===== src/rtl/alu_trace_recorder.sv =====
// Buffers ALU transactions (f, a, b, y, zero) and replays them as a word stream
// in alu.tv order: {zeros,f}, a, b, y, {zeros,zero} for each stored record.
module alu_trace_recorder #(
  parameter int DEPTH = 20,
  parameter int WIDTH = 32
) (
  input  logic                       clk,
  input  logic                       rst_n,
  input  logic                       cap_valid,
  output logic                       cap_ready,
  input  logic [2:0]                 cap_f,
  input  logic [WIDTH-1:0]           cap_a,
  input  logic [WIDTH-1:0]           cap_b,
  input  logic [WIDTH-1:0]           cap_y,
  input  logic                       cap_zero,
  input  logic                       clear,
  input  logic                       rd_start,
  output logic                       rd_valid,
  input  logic                       rd_ready,
  output logic [WIDTH-1:0]           rd_data,
  output logic                       rd_last,
  output logic [$clog2(DEPTH+1)-1:0] rec_count,
  output logic                       full,
  output logic                       overflow
);

  localparam int CW = $clog2(DEPTH + 1);
  localparam int IW = (DEPTH > 1) ? $clog2(DEPTH) : 1;

  typedef enum logic {CAPTURE, DUMP} state_t;

  state_t r_state, w_stateNext;

  logic [2:0]       r_memF [DEPTH];
  logic [WIDTH-1:0] r_memA [DEPTH];
  logic [WIDTH-1:0] r_memB [DEPTH];
  logic [WIDTH-1:0] r_memY [DEPTH];
  logic             r_memZ [DEPTH];

  logic [CW-1:0]    r_count;
  logic             r_overflow;
  logic             r_rdValid;
  logic             r_rdLast;
  logic [WIDTH-1:0] r_rdData;
  logic [IW-1:0]    r_recIdx;
  logic [2:0]       r_wordIdx;

  logic             w_full;
  logic             w_capReady;
  logic             w_capFire;
  logic [CW-1:0]    w_countNext;
  logic             w_start;
  logic             w_adv;
  logic [IW-1:0]    w_nextRec;
  logic [2:0]       w_nextWord;
  logic [WIDTH-1:0] w_nextData;
  logic             w_nextLast;
  logic [2:0]       w_startF;

  assign w_full      = (r_count == CW'(DEPTH));
  assign w_capReady  = (r_state == CAPTURE) && !w_full && !clear;
  assign w_capFire   = cap_valid && w_capReady;
  assign w_countNext = r_count + CW'(w_capFire);
  // A capture in the same cycle as rd_start counts toward the dump decision.
  assign w_start     = (r_state == CAPTURE) && !clear && rd_start && (w_countNext != '0);
  assign w_adv       = r_rdValid && rd_ready;

  always_ff @(posedge clk or negedge rst_n) begin
    if (!rst_n) r_state <= CAPTURE;
    else        r_state <= w_stateNext;
  end

  always_comb begin
    w_stateNext = r_state;
    case (r_state)
      CAPTURE: if (w_start) w_stateNext = DUMP;
      DUMP:    if (w_adv && r_rdLast) w_stateNext = CAPTURE;
      default: w_stateNext = CAPTURE;
    endcase
    if (clear) w_stateNext = CAPTURE;
  end

  always_ff @(posedge clk) begin
    if (w_capFire) begin
      r_memF[r_count[IW-1:0]] <= cap_f;
      r_memA[r_count[IW-1:0]] <= cap_a;
      r_memB[r_count[IW-1:0]] <= cap_b;
      r_memY[r_count[IW-1:0]] <= cap_y;
      r_memZ[r_count[IW-1:0]] <= cap_zero;
    end
  end

  always_comb begin
    w_nextRec  = r_recIdx;
    w_nextWord = r_wordIdx + 3'd1;
    if (r_wordIdx == 3'd4) begin
      w_nextRec  = r_recIdx + IW'(1);
      w_nextWord = 3'd0;
    end
    case (w_nextWord)
      3'd0:    w_nextData = {{(WIDTH-3){1'b0}}, r_memF[w_nextRec]};
      3'd1:    w_nextData = r_memA[w_nextRec];
      3'd2:    w_nextData = r_memB[w_nextRec];
      3'd3:    w_nextData = r_memY[w_nextRec];
      default: w_nextData = {{(WIDTH-1){1'b0}}, r_memZ[w_nextRec]};
    endcase
    w_nextLast = (w_nextWord == 3'd4) && (CW'(w_nextRec) == r_count - CW'(1));
    // An empty buffer can only start a dump via a same-cycle capture, not yet in memory.
    w_startF   = (r_count == '0) ? cap_f : r_memF[0];
  end

  always_ff @(posedge clk or negedge rst_n) begin
    if (!rst_n) begin
      r_count    <= '0;
      r_overflow <= 1'b0;
      r_rdValid  <= 1'b0;
      r_rdLast   <= 1'b0;
      r_rdData   <= '0;
      r_recIdx   <= '0;
      r_wordIdx  <= 3'd0;
    end else if (clear) begin
      r_count    <= '0;
      r_overflow <= 1'b0;
      r_rdValid  <= 1'b0;
      r_rdLast   <= 1'b0;
      r_rdData   <= '0;
      r_recIdx   <= '0;
      r_wordIdx  <= 3'd0;
    end else begin
      r_count <= w_countNext;
      if (cap_valid && w_full && (r_state == CAPTURE)) r_overflow <= 1'b1;
      if (w_start) begin
        r_rdValid <= 1'b1;
        r_rdLast  <= 1'b0;
        r_rdData  <= {{(WIDTH-3){1'b0}}, w_startF};
        r_recIdx  <= '0;
        r_wordIdx <= 3'd0;
      end else if (w_adv) begin
        if (r_rdLast) begin
          r_rdValid <= 1'b0;
          r_rdLast  <= 1'b0;
        end else begin
          r_rdData  <= w_nextData;
          r_rdLast  <= w_nextLast;
          r_recIdx  <= w_nextRec;
          r_wordIdx <= w_nextWord;
        end
      end
    end
  end

  assign cap_ready = w_capReady;
  assign rd_valid  = r_rdValid;
  assign rd_data   = r_rdData;
  assign rd_last   = r_rdLast;
  assign rec_count = r_count;
  assign full      = w_full;
  assign overflow  = r_overflow;

endmodule

===== config.mk =====
export PLATFORM = sky130hd
export DESIGN_NAME = alu_trace_recorder
export DESIGN_NICKNAME = d
export VERILOG_FILES = /design/src/rtl/alu_trace_recorder.sv
export SDC_FILE = /design/constraint.sdc
export NUM_CORES = 2
export LEC_CHECK = 0
export CAP_MARGIN = 20
export CORE_MARGIN = 5
export CORE_UTILIZATION = 62
export CTS_CLUSTER_DIAMETER = 150
export DETAILED_ROUTE_END_ITERATION = 10
export PLACE_DENSITY = 0.79
export RECOVER_POWER = 50
export SLEW_MARGIN = 20
export SYNTH_ARGS = -nofsm -noshare
export SYNTH_HDL_FRONTEND = slang
export SYNTH_SLANG_ARGS = --single-unit

===== constraint.sdc =====
create_clock -name clk -period 7.2 [get_ports clk]
set_input_delay 1.8 -clock clk [delete_from_list [all_inputs] [get_ports clk]]
set_output_delay 1.8 -clock clk [all_outputs]
set_load 0.005 [all_outputs]

==> metrics <==
CP cell instances=dlygate4sd3_1 -> nor3_1 -> and2_0 -> ha_1 -> ha_1 -> a31o_2 -> a311oi_1 -> or4_2 -> nor2_4 -> a22oi_1 -> o211ai_1; Cell Area, Synth=79500 sq um; post-synth net total=3766; pin count of the biggest net entering global routing=101; most frequent cell after synthesis=edfxtp_1; vias in the first global route=41360; Leakage=28.3 nW; slowest CP cell=or4_2; Synth Warn #=0; area leader, netlist=edfxtp_1; Hold Slack=499 ps; I/O pins=148; die width=368 um; Area after DPL=83300 sq um; Synth Register Bits=2049; EDFF count, synth=2000; P&R area growth vs syn=12.4%; top_reg_cell synth=edfxtp_1; synth top area cells=edfxtp_1 76%, mux4_2 14%, dfrtp_1 1.5%, mux2i_1 1.5%, a22oi_1 1.1%; startpoint types=input pin; CTS Root Cell=clkbuf_16; routed vias/inst=between 7 and 8; max cap viols=1; Max IR drop VDD=0.312 mV; status=complete, but fails checks; DRC violations left=0; async set or reset register ratio after synthesis=2.39%; Worst Path Max Fanout=33; Yosys top cell area share=75.6%; Total Routed Length=about 200000 um; most used cell, CP=ha_1; die area=135000 sq um; Initial Utilization=62.3%; # setup viols final=0; dpl hpwl=~100000 um; Fmax=176 MHz; num rows=131; antenna violations before repair=22; total gr overflow=0; cts bufs inserted=193; Pre-antenna DRT Iters=6; CTS Hold Bufs=0; Worst-Margin Slew=3330 ps; H-tree lvl count=4; post-route cell area=between 80000 and 90000 sq um; RSZ-0062 raised after global routing=no; Tcrit/Tclk final=between 70 and 80%; Cell Pwr Density=~270 nW/um^2; Slew HR=-122%; Post-layout nets=3993; clock latency on the worst-skew pair=800 ps; Setup Buffers After CTS=0; Overall Global Routing Usage=29.5%; Hold WC Path Type=reg -> reg; top cells by count, synth=2000 x edfxtp_1, 477 x mux4_2, 136 x nand2_1; core area=128000 sq um; failing checks=capacitance limit, slew limit; clock sink count=2049; TritonCTS clock tree=yes; Synth Area per Inst=21.8 sq um; post-synth cell types=63; Final Hold Fails=0; PortBufs=147; sequential share of the synthesized area=77.1%; Die Ht=368 um; Worst Path Required=7900 ps; Max Slew Vio Count=50; initial drt markers=6167; Routed Antenna Nets=0; gpl congestion=0.824; layout cell share with drive strength beyond 1=about 23%; final setup skew=29.6 ps; clk slew on worst S/H paths=70 ps; Period minus WS final=between 5000 and 6000 ps; first-pass GRT wire length=289000 um; critical path capture point type=register; Post-Synthesis Cells=3650; Wirelength per Cell=34.6 um; via count=40689; Resized cells post-CTS=0; Slowest Stage Delay on Critical Path=1160 ps; Setup TNS=0 ps; CP Class=in -> reg; maximum clock insertion buffer count=3; CP arrival=6390 ps
-- placed cells by master, fill, tap and decap left out, types with 9 or more instances in the layout --
master,Yosys,layout
a2111oi_0,12,12
xnor2_1,13,11
mux2_2,25,25
buf_4,14,57
nor2_4,0,26
o21ai_0,9,9
o22ai_1,39,39
a21oi_1,71,70
nor3_1,13,11
clkdlybuf4s50_1,0,40
inv_1,9,9
buf_12,0,36
clkbuf_1,86,50
a221o_1,30,30
dfrtp_1,49,48
clkbuf_8,0,9
clkinv_2,0,37
clkinv_1,0,35
ha_1,10,9
nand3_1,22,22
nor2b_1,25,25
edfxtp_1,2000,2000
a22o_1,32,32
nor2_1,71,42
mux2i_1,122,122
o211ai_1,34,34
mux4_2,477,477
dlygate4sd3_1,0,106
nand2_1,136,136
a22oi_1,121,121
diode_2,0,10
a211oi_1,28,28
clkbuf_16,0,198
bufinv_16,0,10
-- area by class of cell --
type / count / area, sq um
fill: 7196 / 38200
tap: 1662 / 2080
clock inverter: 95 / 732
clock buffer: 256 / 5260
antenna: 10 / 25.0
inverter: 9 / 33.8
timing repair buffer: 242 / 2650
sequential: 2049 / 61300
multi-input combinational: 1382 / 17300
-- worst paths after layout --
kind	startpoint	to	slack [ps]	cells past startpoint
min in group asynchronous	rst_n	overflow$_DFFE_PN0P_	2210	2
min reg2reg	overflow$_DFFE_PN0P_	overflow$_DFFE_PN0P_	500	2
max in group asynchronous	rst_n	r_recIdx[1]$_DFFE_PN0P_	2890	2
max	clear	rd_data[3]$_DFFE_PN0P_	1500	11
min	overflow$_DFFE_PN0P_	overflow$_DFFE_PN0P_	500	2
max reg2reg	rec_count[0]$_DFF_PN0_	rd_data[3]$_DFFE_PN0P_	2170	13
-- power by group --
group          switching, mW  leakage (nW)  internal [mW]
Combinational          0.897          6.72          0.600
Clock                   4.26          2.94           5.48
Sequential            0.0460          18.7           13.2
-- flip-flops by register name (all words and copies together), names as in the netlist --
register,cells
overflow,1
r_memA,640
r_memB,640
r_memF,60
r_memY,640
r_memZ,20
r_recIdx,5
r_state,1
r_wordIdx,3
rd_data,32
rd_last,1
rd_valid,1
rec_count,5
-- per-stage QoR --
stage | setup slack, ps | cells | util (%) | total power, mW
CTS | 1770 | 5694 | 70.0 | 24.5
global placement | 1210 | 5342 | 65.3 | 14.9
detailed placement | 1070 | 5343 | 65.3 | 14.9
finish | 1500 | 5705 | 70.0 | 24.4
floorplan | -236 | 3650 | - | 14.3
global route | 1290 | 5698 | 70.0 | 25.1
-- worst max-delay path: cells and delay by family --
kind | cells | cell delay [ps]
and+or+nand+nor | 4 | 2660
AOI/OAI and AO/OA | 4 | 720
buffers and inverters | 1 | 700
adders and majority gates | 2 | 450
-- logic make-up after synthesis --
kind of cell / Yosys count / synth area share, %
xor+xnor: 20 / 0.220
simple gates: 316 / 1.83
buf+inv: 219 / 1.48
fa+ha+maj: 10 / 0.157
compound gates: 412 / 3.77
mux: 624 / 15.4
flops: 2049 / 77.1
-- per-layer routing --
metal	global-route usage (%)	routed length (um)	vias to the layer above
met5	0	57	-
met4	12.7	9220	8
met3	7.26	22400	542
met2	46.8	96300	3114
met1	40.0	69700	21091
li1	-	-	15934
Note: power is estimated with default switching activity, not from simulation.
